[src/rtl/dbus_bridge_if.sv]
// dbus_bridge_if: data-bus / cache-bus request and response types plus the bridge interface
package dbus_pkg;
  typedef enum logic [2:0] {MSIZE1 = 3'd0, MSIZE2 = 3'd1, MSIZE4 = 3'd2, MSIZE8 = 3'd3} msize_t;
  typedef logic [3:0] mlen_t;
  typedef logic [1:0] axi_burst_t;
  localparam mlen_t MLEN1 = 4'h0;
  localparam axi_burst_t AXI_BURST_FIXED = 2'b00;
  typedef struct packed {
    logic        valid;
    logic [63:0] addr;
    msize_t      size;
    logic [7:0]  strobe;
    logic [63:0] data;
  } dbus_req_t;
  typedef struct packed {
    logic        addr_ok;
    logic        data_ok;
    logic [63:0] data;
  } dbus_resp_t;
  typedef struct packed {
    logic        valid;
    logic        is_write;
    msize_t      size;
    logic [63:0] addr;
    logic [7:0]  strobe;
    logic [63:0] data;
    mlen_t       len;
    axi_burst_t  burst;
  } cbus_req_t;
  typedef struct packed {
    logic        ready;
    logic        last;
    logic [63:0] data;
  } cbus_resp_t;
endpackage

interface dbus_bridge_if;
  dbus_pkg::dbus_req_t  dreq;
  dbus_pkg::dbus_resp_t dresp;
  dbus_pkg::cbus_req_t  creq;
  dbus_pkg::cbus_resp_t cresp;
  modport slave (input dreq, input cresp, output dresp, output creq);
  modport master (output dreq, output cresp, input dresp, input creq);
endinterface

[src/rtl/dbus_bridge.sv]
// dbus_bridge: turns one data-bus access into a single-beat cache-bus request and returns a one-cycle response
module dbus_bridge
  import dbus_pkg::*;
#(
  parameter int CNT_W = 8
) (
  input  logic             clk,
  input  logic             rst,
  dbus_bridge_if.slave     bus,
  output logic             busy,
  output logic [CNT_W-1:0] wait_cycles
);
  typedef enum logic [1:0] {IDLE, ACCESS, DONE} state_t;
  state_t           r_state;
  logic             r_valid, r_wr, r_ok, r_busy;
  logic [63:0]      r_addr, r_wdata, r_rdata;
  msize_t           r_size;
  logic [7:0]       r_strobe;
  logic [CNT_W-1:0] r_cnt, r_wait;
  logic [CNT_W-1:0] w_cnt_nxt;
  assign w_cnt_nxt = (&r_cnt) ? r_cnt : r_cnt + CNT_W'(1);
  // Every output is a register, so an async reset clears the bus outputs in the same cycle.
  always_ff @(posedge clk or negedge rst) begin
    if (!rst) begin
      r_state  <= IDLE;
      r_valid  <= 1'b0;
      r_wr     <= 1'b0;
      r_ok     <= 1'b0;
      r_busy   <= 1'b0;
      r_addr   <= '0;
      r_wdata  <= '0;
      r_rdata  <= '0;
      r_size   <= MSIZE1;
      r_strobe <= '0;
      r_cnt    <= '0;
      r_wait   <= '0;
    end else begin
      case (r_state)
        IDLE: if (bus.dreq.valid) begin
          r_addr   <= bus.dreq.addr;
          r_size   <= bus.dreq.size;
          r_strobe <= bus.dreq.strobe;
          r_wdata  <= bus.dreq.data;
          r_wr     <= |bus.dreq.strobe;
          r_cnt    <= '0;
          r_valid  <= 1'b1;
          r_busy   <= 1'b1;
          r_state  <= ACCESS;
        end
        ACCESS: begin
          r_cnt <= w_cnt_nxt;
          if (bus.cresp.ready && bus.cresp.last) begin
            r_rdata <= bus.cresp.data;
            r_wait  <= w_cnt_nxt;
            r_ok    <= 1'b1;
            r_valid <= 1'b0;
            r_state <= DONE;
          end
        end
        DONE: begin
          r_ok    <= 1'b0;
          r_busy  <= 1'b0;
          r_state <= IDLE;
        end
        default: r_state <= IDLE;
      endcase
    end
  end
  assign bus.creq = '{valid: r_valid, is_write: r_wr, size: r_size, addr: r_addr, strobe: r_strobe,
                      data: r_wdata, len: MLEN1, burst: AXI_BURST_FIXED};
  assign bus.dresp = '{addr_ok: r_ok, data_ok: r_ok, data: r_rdata};
  assign busy = r_busy;
  assign wait_cycles = r_wait;
endmodule

[src/flat_wrapper.sv]
// flat-port wrapper written by rule: the top's interface ports become plain ports
module dbus_bridge_flat import dbus_pkg::*;
#(
  parameter int CNT_W = 8
)
  (clk, rst, busy, wait_cycles, bus_dreq, bus_cresp, bus_dresp, bus_creq);
  dbus_bridge_if bus_i ();
  input  logic clk;
  input  logic rst;
  output logic busy;
  output logic [CNT_W-1:0] wait_cycles;
  input wire logic [$bits(bus_i.dreq)-1:0] bus_dreq;
  input wire logic [$bits(bus_i.cresp)-1:0] bus_cresp;
  output wire logic [$bits(bus_i.dresp)-1:0] bus_dresp;
  output wire logic [$bits(bus_i.creq)-1:0] bus_creq;
  assign bus_i.dreq = bus_dreq;
  assign bus_i.cresp = bus_cresp;
  assign bus_dresp = bus_i.dresp;
  assign bus_creq = bus_i.creq;
  dbus_bridge #(.CNT_W(CNT_W)) u_core (.clk(clk), .rst(rst), .bus(bus_i), .busy(busy), .wait_cycles(wait_cycles));
endmodule
[config.mk]
export PLATFORM = sky130hd
export DESIGN_NAME = dbus_bridge_flat
export DESIGN_NICKNAME = d
export VERILOG_FILES = /design/src/rtl/dbus_bridge_if.sv /design/src/rtl/dbus_bridge.sv /design/src/flat_wrapper.sv
export SDC_FILE = /design/constraint.sdc
export NUM_CORES = 1
export LEC_CHECK = 0
export CAP_MARGIN = 40
export CORE_MARGIN = 10
export CORE_UTILIZATION = 38
export CTS_BUF_LIST = sky130_fd_sc_hd__clkbuf_8
export DETAILED_ROUTE_END_ITERATION = 6
export PLACE_DENSITY = 0.79
export SYNTH_ARGS = -nofsm -noshare
export SYNTH_HDL_FRONTEND = slang
export SYNTH_SLANG_ARGS = --single-unit
[constraint.sdc]
create_clock -name clk -period 1.5 [get_ports clk]
set_input_delay 0.15 -clock clk [delete_from_list [all_inputs] [get_ports clk]]
set_output_delay 0.15 -clock clk [all_outputs]
set_load 0.01 [all_outputs]
==> impl_metrics.env, run 1 <==
export IMPL_outcome="complete, but fails checks"
export IMPL_violations="setup timing"
export IMPL_h_tree_depth=2
export IMPL_max_freq_ghz=0.642
export IMPL_port_buffers=423
export IMPL_crit_start="u_core.r_state[0]"
export IMPL_final_period_utilization=1.04
export IMPL_r2r_cells=4
export IMPL_path_cells="nor3b_4 -> buf_12 -> buf_4 -> mux2_2"
export IMPL_drcViolationCount=0
export IMPL_synth_edff_count=0
export IMPL_critPathSlowestCell="dfrtp_1"
export IMPL_ios=430
export IMPL_final_hold_viol_count=0
export IMPL_drtPass1Iterations=5
export IMPL_period_minus_slack_ns=1.56
export IMPL_route_final_wire_length_mm=30.6
export IMPL_pre_cts_slack_ns=-0.303
export IMPL_vias_per_cell=4.83
export IMPL_rr_startpoint="u_core.r_state[0]"
export IMPL_highest_layer="met5"
export IMPL_dr_wl_met2_mm=15.8
export IMPL_worstSetupEndpointType="flop"
export IMPL_hold_path_class="input pin to flop"
export IMPL_yosys_register_bits=225
export IMPL_synthToLayoutAreaGrowth_pct=63.4
export IMPL_nFillCells=1806
export IMPL_fin_ws_ns=-0.0570
export IMPL_max_cap_viol_count=0
export IMPL_yosys_warnings=0
export IMPL_yosysSeqAreaShare=0.639
export IMPL_grt_overflow_total=0
export IMPL_path_class="flop to flop"
export IMPL_yosys_most_used_dff="dfrtp_1"
export IMPL_min_delay_start="bus_cresp[42]"
export IMPL_startpoint_type="flop"
export IMPL_clk_latency_ns=0.53
export IMPL_route_vias_total=7220
export IMPL_synthCells=706
export IMPL_drive_gt1_frac=0.168
export IMPL_worstHoldPathCells=3
export IMPL_tightest_slew_ns=0.524
export IMPL_slowest_delay_ns=0.42
export IMPL_root_buffer="clkbuf_8"
export IMPL_cts_tree="built"
export IMPL_setup_tns_ns=-3.82
export IMPL_numCtsBuffers=40
export IMPL_power_density_nw_per_um2=1550
export IMPL_ir_drop_mv=0.963
export IMPL_grt_max_degree=60
export IMPL_setup_violations_final=124
export IMPL_place_hpwl_mm=23.7
export IMPL_relSlewSlack=0.650
export IMPL_synth_cell_area_um2=8820
export IMPL_antenna_found_initial=2
export IMPL_die_area_um2=29700
export IMPL_worstPathMaxFanout=13
export IMPL_crit_required_ns=1.89
export IMPL_ys_types=39
export IMPL_syn_area_per_cell_um2=12.5
export IMPL_arrival_ns=1.95
export IMPL_postLayoutCoreUtil=0.634
export IMPL_grt_first_pass_wirelength_mm=44.3
export IMPL_dieHeight_um=172
export IMPL_cts_sinks=225
export IMPL_rsz0062_at_grt="yes"
export IMPL_skew_ns=0.0214
export IMPL_core_um2=22700
export IMPL_gp_congestion=0.867
export IMPL_nNetsFinal=1390
export IMPL_wire_per_inst_um=20.5
export IMPL_cts_path_max_buffers=3
export IMPL_regArea_um2=5630
export IMPL_multiInputGateArea_um2=3020
export IMPL_path_clk_slew_ns=0.06
export IMPL_grt_use_total=0.193
export IMPL_num_rows=55
export IMPL_start_util=0.388
export IMPL_ant_nets=0
export IMPL_drt_initial_drc_count=441
export IMPL_wirelength_met1_mm=11.0
export IMPL_p_leak_uw=0.00688
export IMPL_route_met3_wl_mm=2.84
export IMPL_async_flop_share=1.00
export IMPL_die_x_um=172
export IMPL_drv_slew=0
export IMPL_grt_pass1_vias=7715
[placed cells by master (no fill, tap or decap), drive strengths merged, types with 2 or more instances in the layout]
| master | instances |
|---|---|
| dfrtp | 225 |
| dlygate4sd2 | 216 |
| clkdlybuf4s50 | 206 |
| nand2 | 202 |
| mux2 | 139 |
| buf | 55 |
| clkbuf | 48 |
| a21oi | 16 |
| inv | 15 |
| nand3 | 7 |
| clkinv | 7 |
| nor2 | 6 |
| o21ai | 6 |
| a31oi | 6 |
| conb | 6 |
| nor3 | 5 |
| and4 | 4 |
| and3 | 4 |
| o31ai | 4 |
| diode | 3 |
| nand4 | 3 |
| nor4 | 3 |
| o21a | 2 |
| nand2b | 2 |
| clkinvlp | 2 |
| a2111oi | 2 |
[logic make-up after synthesis]
logic type               count (synthesis)  share of synthesized area
XOR/XNOR                                 1                   0.000994
AO/OA/AOI/OAI                           43                     0.0307
flip-flops                             225                      0.639
AND/OR/NAND/NOR                        241                      0.112
multiplexers                           139                      0.178
adder cells (fa/ha/maj)                  1                    0.00142
buffers and inverters                   55                     0.0380
other                                    1                   0.000425
[metal layers]
metal	GRT usage	vias up
met5	0	-
met4	0.0776	2
met3	0.0648	59
met2	0.339	325
met1	0.209	3522
li1	-	3312
[registers in the layout (all words and copies together), names as in the netlist]
register / flops
u_core.r_cnt: 8
u_core.r_wr: 1
u_core.wait_cycles: 8
u_core.r_state: 2
u_core.busy: 1
u_core.r_rdata: 64
u_core.r_valid: 1
u_core.r_size: 3
u_core.r_wdata: 64
u_core.r_addr: 64
u_core.r_strobe: 8
u_core.r_ok: 1
[synth_stat cells, types with 2 or more instances]
cell type,count,area (um2)
buf_4,10,75.1
inv_1,4,15.0
nand4_1,3,18.8
buf_6,8,90.1
nor4_1,3,18.8
a2111oi_0,2,17.5
and4_1,4,35.0
o21a_1,2,15.0
and3_1,4,25.0
o31ai_1,4,30.0
dfrtp_1,225,5630
buf_2,25,125
nand2b_1,2,12.5
a31oi_1,6,37.5
mux2_2,73,822
nor2_1,6,22.5
nand2_1,202,758
o21ai_0,6,30.0
mux2_1,66,743
nor3_1,5,25.0
nand3_1,7,35.0
clkbuf_1,7,26.3
a21oi_1,16,80.1
[worst max-delay path, delay by kind of cell, from the launching register on]
| family | cells | cell delay [ns] |
|---|---|---|
| flops | 1 | 0.42 |
| buf+inv | 2 | 0.39 |
| mux | 1 | 0.35 |
| simple gates | 1 | 0.27 |
[final timing paths]
| path | slack [ns] | end |
|---|---|---|
| setup / recovery | -0.06 | u_core.r_addr[63] |
| hold / removal | 0.16 | u_core.r_rdata[42] |
| setup reg to reg | -0.06 | u_core.r_addr[63] |
| hold reg to reg | 0.47 | u_core.r_rdata[8] |
| max in group asynchronous | 0.71 | u_core.r_valid |
| min in group asynchronous | 0.18 | u_core.r_addr[40] |
[what timing repair did]
action / in CTS / in global routing
endpoints found under the setup margin: 392 / 210
hold endpoints to repair: 212 / 0
resized for setup: 236 / 22
hold buffers: 1 / 0
pin swaps: 1 / 0
setup buffers: 4 / 1
[through the flow]
stage | power [uW] | instance area [um2] | hold slack (ns) | cells
after CTS | 22500 | 14300 | 0.115 | 1490
final | 22300 | 14400 | 0.158 | 1494
after global placement | 18000 | 13700 | 0.133 | 1418
after detailed placement | 18300 | 13700 | 0.137 | 1418
after global routing | 23600 | 14400 | 0.132 | 1492
after floorplan | 12300 | 8840 | -0.146 | 711
[final cells by class]
type,instances,share of cell area
clock buffer,48,0.0458
multi-input combinational,431,0.209
clock inverter,19,0.00634
inverter,5,0.00148
tap,285,0.0247
sequential,225,0.391
antenna,3,0.000521
timing repair buffer,478,0.321
[where the power goes]
part	total [uW]	switching [uW]	internal [uW]
combinational	7800	3670	4130
clock	5370	2480	2890
sequential	9150	1060	8090
total	22300	7210	15100
(Power assumes the default switching activity.)
==> run 2, diff against run 1 <==
--- a/config.mk
+++ b/config.mk
@@ -10,7 +10,7 @@
 export CORE_UTILIZATION = 38
 export CTS_BUF_LIST = sky130_fd_sc_hd__clkbuf_8
 export DETAILED_ROUTE_END_ITERATION = 6
-export PLACE_DENSITY = 0.79
+export PLACE_DENSITY_LB_ADDON = 0.2
 export SYNTH_ARGS = -nofsm -noshare
 export SYNTH_HDL_FRONTEND = slang
 export SYNTH_SLANG_ARGS = --single-unit
==> impl_metrics.env, run 2 (synthesized netlist as in run 1, its figures left out) <==
export IMPL_route_vias_total=7134
export IMPL_slowest_delay_ns=0.41
export IMPL_grt_first_pass_wirelength_mm=45.1
export IMPL_grt_pass1_vias=7603
export IMPL_drtPass1Iterations=4
export IMPL_reg_largest_list="u_core.r_addr (64), u_core.r_rdata (64), u_core.r_wdata (64)"
export IMPL_route_final_wire_length_mm=31.9
export IMPL_path_class="flop to flop"
export IMPL_final_hold_viol_count=0
export IMPL_hold_path_class="input pin to async pin"
export IMPL_max_cap_viol_count=0
export IMPL_path_clk_slew_ns=0.06
export IMPL_gp_congestion=0.877
export IMPL_startpoint_type="flop"
export IMPL_die_area_um2=29700
export IMPL_dieHeight_um=172
export IMPL_fin_ws_ns=-0.0785
export IMPL_violations="setup timing"
export IMPL_setup_tns_ns=-6.37
export IMPL_outcome="complete, but fails checks"
export IMPL_total_power_uw=23000
export IMPL_path_cells="nor3b_4 -> clkbuf_16 -> buf_12 -> mux2_1"
export IMPL_ant_nets=0
export IMPL_drt_initial_drc_count=378
export IMPL_grt_max_degree=57
export IMPL_vias_per_cell=4.76
export IMPL_drcViolationCount=0
export IMPL_pre_cts_slack_ns=-0.292
export IMPL_setup_violations_final=133
export IMPL_port_buffers=423
export IMPL_rsz0062_at_grt="yes"
export IMPL_core_um2=22700
export IMPL_start_util=0.388
export IMPL_crit_buf_inv=2
export IMPL_wire_per_inst_um=21.3
export IMPL_power_density_nw_per_um2=1560
export IMPL_cts_path_max_buffers=3
export IMPL_skew_ns=0.0214
export IMPL_worstSetupEndpointType="flop"
export IMPL_critPathSlowestCell="dfrtp_1"
export IMPL_layout_common_cells="dfrtp_1, dlygate4sd2_1, clkdlybuf4s50_1"
export IMPL_max_freq_ghz=0.634
export IMPL_clk_latency_ns=0.52
export IMPL_crit_required_ns=1.88
export IMPL_place_hpwl_mm=24.2
export IMPL_ios=430
export IMPL_cts_sinks=225
export IMPL_drv_slew=0
export IMPL_synthToLayoutAreaGrowth_pct=67.3
export IMPL_drive_gt1_frac=0.180
export IMPL_cp_top_family="buffers and inverters"
export IMPL_r2r_slack_ns=-0.08
export IMPL_num_rows=55
export IMPL_antenna_found_initial=1
export IMPL_placedInstanceArea_um2=13700
export IMPL_stdcell_area_um2=14700
export IMPL_numCtsBuffers=40
export IMPL_final_period_utilization=1.05
export IMPL_ir_drop_mv=0.933
export IMPL_arrival_ns=1.96
export IMPL_period_minus_slack_ns=1.58
export IMPL_cts_tree="built"
export IMPL_final_common_cell="dfrtp_1"
export IMPL_p_leak_uw=0.00708
export IMPL_die_x_um=172
export IMPL_h_tree_depth=2
export IMPL_nFillCells=1840
export IMPL_nNetsFinal=1394
export IMPL_grt_overflow_total=0
export IMPL_worstPathMaxFanout=18
export IMPL_grt_use_total=0.199
export IMPL_root_buffer="clkbuf_8"
export IMPL_whs_ns=0.153
run 2: cell types whose count changed in the layout (fill, tap and decap cells not counted), moves of 5 or more:
cell | previous run | this run
mux2_1 | 53 | 41
clkinv_2 | 6 | 0
clkbuf_16 | 0 | 5
mux2_2 | 54 | 37
buf_4 | 33 | 27
mux2_4 | 32 | 61
run 2: final timing paths:
kind | depth (start not counted) | end | from
worst max-delay path | 4 | u_core.r_wdata[41] | u_core.r_state[1]
worst min-delay path | 2 | u_core.r_addr[7] | rst
worst max register to register | 4 | u_core.r_wdata[41] | u_core.r_state[1]
worst min register to register | 2 | u_core.r_rdata[9] | u_core.r_rdata[9]
max in group asynchronous | 3 | u_core.r_wdata[33] | rst
min in group clk | 3 | u_core.r_rdata[31] | bus_cresp[31]
run 2: report_power, final:
group | switching [uW] | internal (uW) | leakage [uW] | total (uW)
registers | 1100 | 8090 | 0.00270 | 9190
logic | 3770 | 4410 | 0.00393 | 8180
clock network | 2430 | 3200 | 0.000456 | 5630
run 2: area by class of cell:
| type | count | area (um2) | share of cell area |
|---|---|---|---|
| flip-flops and latches | 225 | 5630 | 0.382 |
| repair buffers | 482 | 4790 | 0.325 |
| clock inverters | 17 | 97.6 | 0.00662 |
| clock buffers | 51 | 702 | 0.0476 |
| inverters | 5 | 18.8 | 0.00127 |
| diodes | 2 | 5.00 | 0.000339 |
| well taps | 285 | 357 | 0.0242 |
| multi-input cells | 431 | 3150 | 0.213 |
run 2: what timing repair did:
item,in CTS,in global routing
buffers inserted,0,5
pin swaps,0,3
gates cloned,0,5
gates resized for setup,231,68
endpoints found under the hold margin,225,0
setup endpoints to repair,340,184
hold buffers,1,0
run 2: per-layer routing:
layer	up-vias	wire [um]	global-route usage
li1	3323	-	-
met1	3449	11900	0.220
met2	298	16100	0.343
met4	0	1190	0.0828
met5	-	0	0
met3	64	2720	0.0663
run 2: stage by stage:
step	std cells	util
finish	1498	0.649
detailed placement	1417	0.605
global placement	1417	0.605
global route	1497	0.649
floorplan	711	-
CTS	1486	0.631
==> run 3, diff against run 2 <==
--- a/config.mk
+++ b/config.mk
@@ -7,10 +7,11 @@
 export LEC_CHECK = 0
 export CAP_MARGIN = 40
 export CORE_MARGIN = 10
-export CORE_UTILIZATION = 38
-export CTS_BUF_LIST = sky130_fd_sc_hd__clkbuf_8
+export CORE_UTILIZATION = 37
+export CTS_BUF_LIST = sky130_fd_sc_hd__clkbuf_8 sky130_fd_sc_hd__clkbuf_16
 export DETAILED_ROUTE_END_ITERATION = 6
 export PLACE_DENSITY_LB_ADDON = 0.2
+export SLEW_MARGIN = 0
 export SYNTH_ARGS = -nofsm -noshare
 export SYNTH_HDL_FRONTEND = slang
 export SYNTH_SLANG_ARGS = --single-unit
==> impl_metrics.env, run 3 (synthesized netlist as in run 1, its figures left out) <==
export IMPL_route_final_wire_length_mm=32.0
export IMPL_grt_max_degree=55
export IMPL_wire_per_inst_um=21.1
export IMPL_antenna_found_initial=0
export IMPL_place_hpwl_mm=23.1
export IMPL_p_leak_uw=0.00727
export IMPL_clk_latency_ns=0.52
export IMPL_worstSetupEndpointType="flop"
export IMPL_setup_worst_path_end="u_core.r_wdata[51]"
export IMPL_critPathSlowestCell="dfrtp_1"
export IMPL_grt_first_pass_wirelength_mm=46.1
export IMPL_max_cap_viol_count=0
export IMPL_nNetsFinal=1389
export IMPL_port_buffers=423
export IMPL_synthToLayoutAreaGrowth_pct=71.1
export IMPL_num_rows=56
export IMPL_route_vias_total=7135
export IMPL_r2r_cells=5
export IMPL_drtPass1Iterations=4
export IMPL_layout_common_cells="dfrtp_1, dlygate4sd2_1, clkdlybuf4s50_1"
export IMPL_ios=430
export IMPL_vias_per_cell=4.71
export IMPL_r2r_slack_ns=-0.12
export IMPL_cp_top_family="buffers and inverters"
export IMPL_skew_ns=0.00528
export IMPL_placed_cells=1448
export IMPL_setup_violations_final=154
export IMPL_grt_overflow_total=0
export IMPL_violations="setup timing"
export IMPL_worstReg2RegEnd="u_core.r_wdata[51]"
export IMPL_placedInstanceArea_um2=13700
export IMPL_root_buffer="clkbuf_16"
export IMPL_worstPathMaxFanout=8
export IMPL_h_tree_depth=1
export IMPL_hold_path_class="input pin to async pin"
export IMPL_drt_initial_drc_count=430
export IMPL_ant_nets=0
export IMPL_grt_use_total=0.191
export IMPL_slowest_delay_ns=0.42
export IMPL_arrival_ns=2.02
export IMPL_pre_cts_slack_ns=-0.294
export IMPL_die_area_um2=30400
export IMPL_outcome="complete, but fails checks"
export IMPL_path_clk_slew_ns=0.06
export IMPL_fin_ws_ns=-0.119
export IMPL_path_class="flop to flop"
export IMPL_cts_path_max_buffers=3
export IMPL_total_power_uw=23500
export IMPL_period_minus_slack_ns=1.62
export IMPL_crit_cells=5
export IMPL_core_um2=23500
export IMPL_path_cells="nor3b_4 -> buf_6 -> buf_12 -> clkbuf_16 -> mux2_4"
export IMPL_startpoint_type="flop"
export IMPL_max_freq_ghz=0.618
export IMPL_drcViolationCount=0
export IMPL_gp_congestion=0.840
export IMPL_nFillCells=1894
export IMPL_rsz0062_at_grt="yes"
export IMPL_rr_startpoint="u_core.r_state[0]"
export IMPL_diodes=0
export IMPL_stdcell_area_um2=15100
export IMPL_final_common_cell="dfrtp_1"
export IMPL_grt_pass1_vias=7689
export IMPL_crit_required_ns=1.90
export IMPL_crit_start="u_core.r_state[0]"
export IMPL_cts_tree="built"
export IMPL_drv_slew=0
export IMPL_final_hold_viol_count=0
export IMPL_final_period_utilization=1.08
export IMPL_drive_gt1_frac=0.200
export IMPL_reg_largest_list="u_core.r_addr (64), u_core.r_rdata (64), u_core.r_wdata (64)"
export IMPL_dieHeight_um=174
export IMPL_cts_sinks=225
export IMPL_die_x_um=174
export IMPL_numCtsBuffers=25
export IMPL_power_density_nw_per_um2=1560
export IMPL_start_util=0.376
export IMPL_final_cells=1516
export IMPL_ir_drop_mv=1.08
export IMPL_crit_buf_inv=3
==> run 3: metrics by stage <==
step	utilization	hold slack, ns	TNS, ns
2_1_floorplan	-	-0.146	0
3_3_place_gp	0.583	0.0768	-31.45
3_5_place_dp	0.583	0.0744	-34.01
4_1_cts	0.614	0.118	-4.67
5_1_grt	0.643	0.125	-24.28
6_report	0.643	0.112	-10.68
==> run 3: worst register-to-register path: cells and delay by family, from the launching register on <==
kind / cells / cell delay, ns
multiplexers: 1 / 0.30
flip-flops: 1 / 0.42
AND/OR/NAND/NOR: 1 / 0.27
buffers and inverters: 3 / 0.50
==> run 3: layout make-up <==
| class | instances | area [um2] | area share |
|---|---|---|---|
| clock inverters | 15 | 96.3 | 0.00639 |
| well taps | 319 | 399 | 0.0265 |
| multi-input cells | 431 | 3300 | 0.218 |
| flip-flops and latches | 225 | 5630 | 0.373 |
| clock buffers | 29 | 681 | 0.0451 |
| repair buffers | 492 | 4970 | 0.329 |
| inverters | 5 | 18.8 | 0.00124 |
==> run 3: where the power goes <==
| group | leakage, uW | total (uW) | internal (uW) | switching (uW) |
|---|---|---|---|---|
| clock | 0.000415 | 5830 | 3380 | 2450 |
| combinational | 0.00416 | 8520 | 4770 | 3760 |
| sequential | 0.00270 | 9170 | 8080 | 1080 |
| total | 0.00727 | 23500 | 16200 | 7290 |
==> run 3: worst min path at each step <==
stage	startpoint	to	slack, ns	cells past startpoint
after floorplan	rst	u_core.busy	-0.15	0
after global placement	rst	u_core.r_wdata[17]	0.08	1
after detailed placement	rst	u_core.r_wdata[17]	0.07	1
after CTS	rst	u_core.r_wdata[17]	0.12	2
after global routing	rst	u_core.r_wdata[17]	0.12	2
final	rst	u_core.r_wdata[17]	0.11	2
==> run 3: what timing repair did <==
item | CTS | global route
setup buffers | 4 | 6
resized for setup | 250 | 99
endpoints found under the hold margin | 225 | 0
gates cloned | 1 | 12
pin swaps | 1 | 7
endpoints found under the setup margin | 347 | 164
hold buffers | 1 | 0
==> run 3: per-layer routing <==
| metal | up-vias | GRT usage | wire [um] |
|---|---|---|---|
| met3 | 36 | 0.0856 | 3250 |
| met2 | 311 | 0.332 | 16000 |
| met1 | 3482 | 0.210 | 12100 |
| met4 | 0 | 0.0445 | 638 |
| li1 | 3306 | - | - |
| met5 | - | 0 | 0 |
